<file path="src/rtl/ps2_pkg.sv">
// ps2_pkg: shared definitions for the PS/2 scan-code receiver.
//   - Prefix byte constants (extended / break)
//   - Frame-decoder state enum
//   - Packed key-event record stored in the event FIFO
//   - frame_ok(): stop-bit and odd-parity check for a completed frame
package ps2_pkg;

  localparam logic [7:0] PS2_EXT_PREFIX   = 8'hE0;
  localparam logic [7:0] PS2_BREAK_PREFIX = 8'hF0;

  typedef enum logic [1:0] {
    IDLE   = 2'd0,
    DATA   = 2'd1,
    PARITY = 2'd2,
    STOP   = 2'd3
  } ps2_state_t;

  typedef struct packed {
    logic       ext;
    logic       brk;
    logic [7:0] code;
  } ps2_event_t;

  // Valid frame: stop bit high and an odd number of ones across data+parity.
  function automatic logic frame_ok(input logic [7:0] data, input logic parity,
                                    input logic stop_bit);
    return stop_bit & (^{data, parity});
  endfunction

endpackage

</file>
<file path="src/rtl/ps2_scan_receiver_if.sv">
// ps2_scan_receiver_if: valid/ready key-event stream.
//   code_data  : scan code at FIFO head
//   code_ext   : head event preceded by E0
//   code_break : head event preceded by F0
//   code_valid : an event is available
//   code_ready : consumer accepts the head event
// master = receiver side, slave = consumer side.
interface ps2_scan_receiver_if;
  logic [7:0] code_data;
  logic       code_ext;
  logic       code_break;
  logic       code_valid;
  logic       code_ready;

  modport master (output code_data, output code_ext, output code_break,
                  output code_valid, input code_ready);
  modport slave  (input code_data, input code_ext, input code_break,
                  input code_valid, output code_ready);
endinterface

</file>
<file path="src/rtl/ps2_event_fifo.sv">
// ps2_event_fifo: synchronous first-word-fall-through FIFO.
//   clk, reset     : clock, synchronous active-high reset
//   push/push_data : write request and data (accepted if not full, or full with pop)
//   pop            : remove head entry (ignored when empty)
//   head           : head entry, zero when empty
//   full, empty    : status flags
//   count          : number of entries held
module ps2_event_fifo #(
  parameter int WIDTH = 10,
  parameter int DEPTH = 8
) (
  input  logic                           clk,
  input  logic                           reset,
  input  logic                           push,
  input  logic [WIDTH-1:0]               push_data,
  input  logic                           pop,
  output logic [WIDTH-1:0]               head,
  output logic                           full,
  output logic                           empty,
  output logic [$clog2(DEPTH+1)-1:0]     count
);
  localparam int AW = (DEPTH > 1) ? $clog2(DEPTH) : 1;
  localparam int CW = $clog2(DEPTH + 1);

  logic [WIDTH-1:0] r_mem [DEPTH];
  logic [AW-1:0]    r_wr_ptr;
  logic [AW-1:0]    r_rd_ptr;
  logic [CW-1:0]    r_count;
  logic             w_pop;
  logic             w_push;

  assign empty  = (r_count == '0);
  assign full   = (r_count == CW'(DEPTH));
  assign w_pop  = pop & ~empty;
  // A full FIFO still takes a write when the head leaves on the same cycle.
  assign w_push = push & (~full | w_pop);

  always_ff @(posedge clk) begin
    if (w_push) r_mem[r_wr_ptr] <= push_data;
  end

  always_ff @(posedge clk) begin
    if (reset) begin
      r_wr_ptr <= '0;
      r_rd_ptr <= '0;
      r_count  <= '0;
    end else begin
      if (w_push) r_wr_ptr <= r_wr_ptr + AW'(1);
      if (w_pop)  r_rd_ptr <= r_rd_ptr + AW'(1);
      case ({w_push, w_pop})
        2'b10:   r_count <= r_count + CW'(1);
        2'b01:   r_count <= r_count - CW'(1);
        default: r_count <= r_count;
      endcase
    end
  end

  assign head  = empty ? '0 : r_mem[r_rd_ptr];
  assign count = r_count;
endmodule

</file>
<file path="src/rtl/ps2_scan_receiver.sv">
// ps2_scan_receiver: PS/2 keyboard receiver in the system clock domain.
//   clk, reset : system clock, synchronous active-high reset
//   ps2_clk    : raw PS/2 clock (asynchronous)
//   ps2_data   : raw PS/2 data (asynchronous)
//   codes      : key-event valid/ready stream (master side)
//   frame_err  : one-cycle pulse when a frame is aborted
//   overflow   : one-cycle pulse when an event is dropped on a full FIFO
//   fifo_count : events held in the FIFO
module ps2_scan_receiver
  import ps2_pkg::*;
#(
  parameter int FIFO_DEPTH     = 8,
  parameter int SYNC_STAGES    = 2,
  parameter int FILTER_LEN     = 8,
  parameter int TIMEOUT_CYCLES = 50000
) (
  input  logic                              clk,
  input  logic                              reset,
  input  logic                              ps2_clk,
  input  logic                              ps2_data,
  ps2_scan_receiver_if.master               codes,
  output logic                              frame_err,
  output logic                              overflow,
  output logic [$clog2(FIFO_DEPTH+1)-1:0]   fifo_count
);
  localparam int FCW = $clog2(FILTER_LEN + 1);
  localparam int TCW = $clog2(TIMEOUT_CYCLES);

  // Line 0 = ps2_clk, line 1 = ps2_data; both get identical sync + filter.
  logic [1:0] w_raw;
  logic [1:0] w_filt;
  assign w_raw = {ps2_data, ps2_clk};

  genvar gi;
  generate
    for (gi = 0; gi < 2; gi++) begin : g_line
      logic [SYNC_STAGES-1:0] r_sync;
      logic [FCW-1:0]         r_cnt;
      logic                   r_filt;
      always_ff @(posedge clk) begin
        if (reset) begin
          r_sync <= '1;
          r_cnt  <= '0;
          r_filt <= 1'b1;
        end else begin
          r_sync <= {r_sync[SYNC_STAGES-2:0], w_raw[gi]};
          // Any sample matching the current level restarts the run.
          if (r_sync[SYNC_STAGES-1] != r_filt) begin
            if (r_cnt == FCW'(FILTER_LEN - 1)) begin
              r_filt <= r_sync[SYNC_STAGES-1];
              r_cnt  <= '0;
            end else begin
              r_cnt <= r_cnt + FCW'(1);
            end
          end else begin
            r_cnt <= '0;
          end
        end
      end
      assign w_filt[gi] = r_filt;
    end
  endgenerate

  logic w_clk_f, w_data_f, r_clk_f_d, w_edge;
  assign w_clk_f  = w_filt[0];
  assign w_data_f = w_filt[1];
  assign w_edge   = r_clk_f_d & ~w_clk_f;

  ps2_state_t r_state;
  logic [2:0]     r_bit_idx;
  logic [7:0]     r_shift;
  logic           r_parity;
  logic [TCW-1:0] r_to_cnt;
  logic           r_byte_valid;
  logic [7:0]     r_byte;
  logic           r_frame_err;
  logic           w_timeout;

  // An edge landing on the last allowed cycle still counts as in time.
  assign w_timeout = (r_state != IDLE) && !w_edge &&
                     (r_to_cnt == TCW'(TIMEOUT_CYCLES - 1));

  always_ff @(posedge clk) begin
    if (reset) begin
      r_clk_f_d    <= 1'b1;
      r_state      <= IDLE;
      r_bit_idx    <= '0;
      r_shift      <= '0;
      r_parity     <= 1'b0;
      r_to_cnt     <= '0;
      r_byte_valid <= 1'b0;
      r_byte       <= '0;
      r_frame_err  <= 1'b0;
    end else begin
      r_clk_f_d    <= w_clk_f;
      r_byte_valid <= 1'b0;
      r_frame_err  <= 1'b0;
      if (w_timeout) begin
        r_state     <= IDLE;
        r_to_cnt    <= '0;
        r_frame_err <= 1'b1;
      end else begin
        if (w_edge || r_state == IDLE) r_to_cnt <= '0;
        else                           r_to_cnt <= r_to_cnt + TCW'(1);
        if (w_edge) begin
          case (r_state)
            IDLE: begin
              if (!w_data_f) begin
                r_state   <= DATA;
                r_bit_idx <= '0;
              end
            end
            DATA: begin
              r_shift   <= {w_data_f, r_shift[7:1]};
              r_bit_idx <= r_bit_idx + 3'd1;
              if (r_bit_idx == 3'd7) r_state <= PARITY;
            end
            PARITY: begin
              r_parity <= w_data_f;
              r_state  <= STOP;
            end
            default: begin
              if (frame_ok(r_shift, r_parity, w_data_f)) begin
                r_byte_valid <= 1'b1;
                r_byte       <= r_shift;
              end else begin
                r_frame_err <= 1'b1;
              end
              r_state <= IDLE;
            end
          endcase
        end
      end
    end
  end

  // Prefix folding: E0/F0 only arm flags; every other byte is an event.
  logic       r_ext_pend, r_brk_pend, r_overflow;
  logic       w_push, w_pop, w_full, w_empty;
  ps2_event_t w_push_evt, w_head;

  assign w_push = r_byte_valid && (r_byte != PS2_EXT_PREFIX) &&
                  (r_byte != PS2_BREAK_PREFIX);
  assign w_push_evt = '{ext: r_ext_pend, brk: r_brk_pend, code: r_byte};
  assign w_pop  = codes.code_ready & ~w_empty;

  always_ff @(posedge clk) begin
    if (reset) begin
      r_ext_pend <= 1'b0;
      r_brk_pend <= 1'b0;
      r_overflow <= 1'b0;
    end else begin
      r_overflow <= w_push && w_full && !w_pop;
      if (r_frame_err) begin
        r_ext_pend <= 1'b0;
        r_brk_pend <= 1'b0;
      end else if (r_byte_valid) begin
        if (r_byte == PS2_EXT_PREFIX) begin
          r_ext_pend <= 1'b1;
        end else if (r_byte == PS2_BREAK_PREFIX) begin
          r_brk_pend <= 1'b1;
        end else begin
          r_ext_pend <= 1'b0;
          r_brk_pend <= 1'b0;
        end
      end
    end
  end

  ps2_event_fifo #(
    .WIDTH ($bits(ps2_event_t)),
    .DEPTH (FIFO_DEPTH)
  ) u_fifo (
    .clk       (clk),
    .reset     (reset),
    .push      (w_push),
    .push_data (w_push_evt),
    .pop       (w_pop),
    .head      (w_head),
    .full      (w_full),
    .empty     (w_empty),
    .count     (fifo_count)
  );

  assign codes.code_data  = w_head.code;
  assign codes.code_ext   = w_head.ext;
  assign codes.code_break = w_head.brk;
  assign codes.code_valid = ~w_empty;
  assign frame_err        = r_frame_err;
  assign overflow         = r_overflow;
endmodule

</file>
<file path="src/flat_wrapper.sv">
// flat-port wrapper written by rule: the top's interface ports become plain ports
module ps2_scan_receiver_flat import ps2_pkg::*;
#(
  parameter int FIFO_DEPTH     = 8,
  parameter int SYNC_STAGES    = 2,
  parameter int FILTER_LEN     = 8,
  parameter int TIMEOUT_CYCLES = 50000
)
  (clk, reset, ps2_clk, ps2_data, frame_err, overflow, fifo_count, codes_code_data, codes_code_ext, codes_code_break, codes_code_valid, codes_code_ready);
  ps2_scan_receiver_if codes_i ();
  input  logic clk;
  input  logic reset;
  input  logic ps2_clk;
  input  logic ps2_data;
  output logic frame_err;
  output logic overflow;
  output logic [$clog2(FIFO_DEPTH+1)-1:0] fifo_count;
  output wire logic [$bits(codes_i.code_data)-1:0] codes_code_data;
  output wire logic [$bits(codes_i.code_ext)-1:0] codes_code_ext;
  output wire logic [$bits(codes_i.code_break)-1:0] codes_code_break;
  output wire logic [$bits(codes_i.code_valid)-1:0] codes_code_valid;
  input wire logic [$bits(codes_i.code_ready)-1:0] codes_code_ready;
  assign codes_code_data = codes_i.code_data;
  assign codes_code_ext = codes_i.code_ext;
  assign codes_code_break = codes_i.code_break;
  assign codes_code_valid = codes_i.code_valid;
  assign codes_i.code_ready = codes_code_ready;
  ps2_scan_receiver #(.FIFO_DEPTH(FIFO_DEPTH), .SYNC_STAGES(SYNC_STAGES), .FILTER_LEN(FILTER_LEN), .TIMEOUT_CYCLES(TIMEOUT_CYCLES)) u_core (.clk(clk), .reset(reset), .ps2_clk(ps2_clk), .ps2_data(ps2_data), .codes(codes_i), .frame_err(frame_err), .overflow(overflow), .fifo_count(fifo_count));
endmodule
</file>
<file path="config.mk">
export PLATFORM = sky130hd
export DESIGN_NAME = ps2_scan_receiver_flat
export DESIGN_NICKNAME = d
export VERILOG_FILES = /design/src/rtl/ps2_pkg.sv /design/src/rtl/ps2_scan_receiver_if.sv /design/src/rtl/ps2_event_fifo.sv /design/src/rtl/ps2_scan_receiver.sv /design/src/flat_wrapper.sv
export SDC_FILE = /design/constraint.sdc
export NUM_CORES = 1
export LEC_CHECK = 0
export CAP_MARGIN = 5
export CORE_ASPECT_RATIO = 0.9
export CORE_UTILIZATION = 38
export CTS_CLUSTER_SIZE = 40
export DETAILED_ROUTE_END_ITERATION = 10
export DONT_BUFFER_PORTS = 1
export PLACE_DENSITY_LB_ADDON = 0.05
export SLEW_MARGIN = 20
export SYNTH_ARGS = -nofsm -noshare
export SYNTH_HDL_FRONTEND = slang
export SYNTH_HIERARCHICAL = 1
export SYNTH_SLANG_ARGS = --single-unit
</file>
<file path="constraint.sdc">
create_clock -name clk -period 6 [get_ports clk]
set_input_delay 1.5 -clock clk [delete_from_list [all_inputs] [get_ports clk]]
set_output_delay 1.5 -clock clk [all_outputs]
set_load 0.03 [all_outputs]
</file>
After elaboration in Yosys (flattened, before gate mapping)
Memories as Yosys holds them, arrays and structs flattened. A register that Yosys moved wholly into a read port is not among the register bits.
Index checks and enable logic that the tools add are counted.
Storage, ports and cells
  latch bits: 0
  output and inout bits: 17
  word-level logic and storage cells: 113
  bits in writable memories: 80
  register bits: 68
  memories kept: 1
  input bits: 5
  memory bits (read-only): 0
Cells by class
  $mul: 0
  muxes and demuxes: 19
  div/mod/pow operators: 0
  add/sub/neg operators: 8
  magnitude comparators: 0
  bitwise gates (word level): 15
  equal/unequal tests: 18
  reduce and logical (&&, ||, !) cells: 31
  shift-type cells: 0
Memories
  u_core.u_fifo.r_mem: words 8, bits a word 10, rd ports 1, clocked after memory_dff 1, write ports 1, RTL line ps2_event_fifo.sv:25  | logic [WIDTH-1:0] r_mem [DEPTH];
Operators by type and width (number)
  $add A16 B1 Y16 const B: 1
  $eq A16 B16 Y1 const B: 1
  $eq A8 B8 Y1 const B: 2
  $ne A8 B8 Y1 const B: 2
  $add A4 B1 Y4 const B: 3
  $reduce_or A3 Y1: 4
  $mux W1: 10
  $mux W10: 1
  $add A3 B1 Y3 const B: 3
  $mux W3: 3
  $not A1 Y1: 9
  $reduce_and A3 Y1: 3
  $reduce_xor A9 Y1: 1
  $eq A4 B3 Y1 const B: 2
  $pmux W4 S2: 1
  $reduce_and A2 Y1: 4
  $reduce_and A4 Y1: 2
  $logic_and A1 B1 Y1: 6
  $pmux W2 S3: 1
  $pmux W3 S2: 1
  $reduce_bool A2 Y1: 3
  $reduce_or A6 Y1: 1
  $and A1 B1 Y1: 5
  $eq A2 B1 Y1 const B: 2
  other kinds (14): 20

Logic depth before layout (Yosys ltp)
  depth after elaboration: 8
  mapped depth: 12
  gate-level depth less buffers: 10

By module
The synthesis kept the hierarchy.
Modules (own cells, without submodules)
  ps2_event_fifo: instances 1, area each 3759.9 µm², sequential area each 2662.6 µm², cells an instance 208
  ps2_scan_receiver: instances 1, area each 2511.2 µm², sequential area each 1161.1 µm², cells an instance 279

Worst setup path before layout
No wires, ideal clock.
  path kind: input -> register
  from: input codes_code_ready
  to: memory u_core.u_fifo.r_mem[0][0] (enable)
  required time: 5.596 ns
  stages on the path: 4
  slack: 2.368 ns
  data arrival time: 3.229 ns
  buffers on the path: 0
  setup time: 0.404 ns
  cells stage by stage: nor2b_1 -> nand2b_1 -> o21ai_4 -> nor4_1
Between the ends
  cells in the longest elaborated chain, start to end: 6
Ends and longest elaborated chain
  start: declaration: RTL line flat_wrapper.sv:22  | input wire logic [$bits(codes_i.code_ready)-1:0] codes_code_ready;
  $and A1 B1 Y1: RTL line ps2_scan_receiver.sv:145  | assign w_pop = codes.code_ready & ~w_empty;
  $and A1 B1 Y1: RTL line ps2_event_fifo.sv:34  | assign w_pop = pop & ~empty;
  $or A1 B1 Y1: RTL line ps2_event_fifo.sv:36  | assign w_push = push & (~full | w_pop);
  $and A1 B1 Y1: RTL line ps2_event_fifo.sv:36
  $mux W1: RTL line ps2_event_fifo.sv:39  | if (w_push) r_mem[r_wr_ptr] <= push_data;
  $mux W1 (not written as such): RTL line ps2_event_fifo.sv:39
  end: declaration: RTL line ps2_event_fifo.sv:25
Every way passes these cells.

==> results.toml <==
[timing]
rsz0062_at_grt = "no"
relSlewSlack_pct = 33.40
setup_violations = 0
fin_crit_sh_pct = 63.89
finalHoldViolations = 0
finalCriticalPeriod_ns = 3.834
skew_ns = 0.007535
drv_slew = 0
setup-tns-final_ns = 0
holdWs_ns = 0.4079
setup_ws_ns = 2.166
max_freq_mhz = 260.9
worstMarginPinSlew_ns = 0.9976

[pwr]
p_per_area_nw_per_um2 = 293.6
power.leakage_nw = 2.159
internal_power_w = 0.001683
ir_worst_vdd_mv = 0.2162
clkPwrFrac_pct = 47.8
combPwrFrac_pct = 0.2
switching_share_pct = 18.95
switching_power_w = 0.0003935
pwr-share-seq_pct = 52.0

[grt]
grt.busiest_layer = "met2"
grt_max_degree = 39
grt_pass1_vias = 3588
use_met3_pct = 4.111
grt_pass1_wl_um = 18950
met1_usage_pct = 19.74
grt_usage_pct = 15.25
antenna_found_initial = 0
grt_util_met2_pct = 24.03
overflow = 0

[synthesis]
seq_area_frac_synth_pct = 60.97
synth_edf_count = 80
synth_area_per_cell_sq_um = 12.88
ys_ff_latch = 151
netlist_instances = 487
async_flop_share_pct = 0
ys.flop_type = "edfxtp_1"
ys_warn_count = 6
ys_types = 51
syn_nets = 506
syn-cell-area_sq_um = 6271

[clock_tree]
clock_sinks = 151
cts-root-buf = "clkbuf_16"
cts_tree = "done"
htree_num_levels = 4
cts_resized = 0
cts-hold-fix-buffers = 0
cts_inserted_buffers = 17
clkTransAtPathRegs_ns = 0.06
postCtsSetupRepairBufs = 0
clkLatencyLatePin_ns = 0.41
cts_buffer_depth = 2

[routing]
dr.pass1.iters = 5
dr_total_vias = 3685
final_antenna_net_count = 0
wl_per_cell_um = 16.56
wl_um = 11810
drc = 0
viasPerCell = 5.168
first_iter_violations = 232

[floorplanning]
core_area_sq_um = 16130
die_y_um = 123.9
dieArea_sq_um = 17020
num_rows = 44
start_util_pct = 38.88
die_x_um = 137.4
num_io_pins = 22

[setup_path]
setup.worst_path.start_class = "flip-flop"
r2r_setup_slack_ns = 2.66
worst-endpoint-required_ns = 4.50
worstPathCellList = "mux4_2 -> mux2i_1 -> nor2_1"
end_kind = "output port"
crit_fanout = 20
slowest_stage = "dfxtp_1"
cpPeakStageDelay_ns = 0.97
critPathKind = "flip-flop to output port"
cp.arrival_ns = 2.33

[layout]
finalCoreUtilization_pct = 43.85
antennaDiodeCount = 0
final_nets = 513
area_delta_synth_final_pct = 12.79
fillers = 1482
drive_gt1_share_pct = 13.83

[placed_design]
port_buffers = 0
dp_worst_setup_slack_ns = 2.241
hpwlAfterDp_um = 7801
gp_congestion = 0.7243

[outcome]
outcome = "complete, no violations"

[worst_hold_path]
hp-class = "flip-flop to flip-flop"

[flow_run]
maxCapViolations = 0
-- synth_stat cells (5+ instances only) --
master	number	area, sq um
mux4_2	20	450.4
dfxtp_1	71	1421
inv_1	14	52.55
ha_1	13	162.7
a21oi_1	18	90.09
xnor2_1	18	157.7
nand2b_1	5	31.28
clkbuf_1	14	52.55
xor2_1	9	78.83
edfxtp_1	80	2402
nor2_1	49	183.9
nand3_1	12	60.06
nor3_1	13	65.06
nand2_1	49	183.9
or2_2	9	56.30
mux2i_1	25	250.2
nor4_1	5	31.28
-- logic make-up after synthesis --
group / after synthesis / share of synthesized area (%)
compound gates: 42 / 4.629
xor+xnor: 29 / 4.509
fa+ha+maj: 14 / 2.913
buf+inv: 33 / 2.055
flops: 151 / 60.97
mux: 46 / 11.53
simple gates: 172 / 13.39
-- registers in the layout, indices dropped and copies added, names as in the netlist, named ones only --
signal,flops
u_core/frame_err,1
u_core/g_line.r_cnt,8
u_core/g_line.r_filt,2
u_core/g_line.r_sync,4
u_core/overflow,1
u_core/r_bit_idx,3
u_core/r_brk_pend,1
u_core/r_byte,8
u_core/r_byte_valid,1
u_core/r_clk_f_d,1
u_core/r_ext_pend,1
u_core/r_parity,1
u_core/r_shift,8
u_core/r_state,2
u_core/r_to_cnt,16
u_core/u_fifo/count,4
u_core/u_fifo/r_mem,80
u_core/u_fifo/r_rd_ptr,3
u_core/u_fifo/r_wr_ptr,3
-- worst paths after layout --
check / depth (start not counted) / to / startpoint
worst max-delay path: 3 / codes_code_break / flip-flop
worst min-delay path: 1 / u_core/g_line[1].r_sync[1] / u_core/g_line[1].r_sync[0]
worst max register to register: 11 / u_core/u_fifo/count[3] / u_core/u_fifo/count[1]
worst min register to register: 1 / u_core/g_line[1].r_sync[1] / u_core/g_line[1].r_sync[0]
-- layout by cell type (no fill, tap or decap), types with 4 or more instances in the layout --
cell type and instances:
edfxtp_1 80, dfxtp_1 71, nand2_1 49, nor2_1 49, mux2i_1 25, mux4_2 20, xnor2_1 18, a21oi_1 18
clkbuf_16 17, inv_1 14, nor3_1 13, ha_1 13, nand3_1 12, or2_2 9, xor2_1 9, buf_4 7
clkinv_2 5, nand2b_1 5, nand3b_1 4, and3_1 4, a22oi_1 4, or3_1 4
-- per-layer routing --
metal | vias up | part of all wire (%)
li1 | 1789 | -
met1 | 1824 | 49
met2 | 59 | 47
met3 | 13 | 3.0
met4 | 0 | 1.4
met5 | - | 0
-- metrics by stage --
stage	std cells	area [sq um]	power, W
after global placement	682	6519	0.001107
final	713	7073	0.002077
after floorplan	487	6271	0.001109
after CTS	713	7064	0.002109
after global routing	713	7073	0.002149
after detailed placement	682	6519	0.001107
-- power groups by stage --
stage / clock, W / combinational (W) / sequential (W)
2_1_floorplan: 0 / 0.00000751 / 0.00110
3_3_place_gp: 0 / 0.00000524 / 0.00110
3_5_place_dp: 0 / 0.00000520 / 0.00110
4_1_cts: 0.00102 / 0.00000521 / 0.00108
5_1_grt: 0.00106 / 0.00000578 / 0.00108
6_report: 0.000992 / 0.00000511 / 0.00108
-- layout make-up --
class | instances | area (sq um) | area share (%)
Clock buffer | 20 | 436.7 | 6.174
Clock inverter | 11 | 108.9 | 1.539
Inverter | 14 | 52.55 | 0.7430
Multi-Input combinational cell | 303 | 2340 | 33.08
Sequential cell | 151 | 3824 | 54.06
Tap cell | 207 | 259.0 | 3.662
Timing Repair Buffer | 7 | 52.55 | 0.7430
-- critical path: cells and delay by family (launching register included) --
family,cells,cell delay [ns]
DFF,1,0.97
and+or+nand+nor,1,0.45
muxes,2,0.50
No activity file was read; power rests on OpenSTA's default activity.
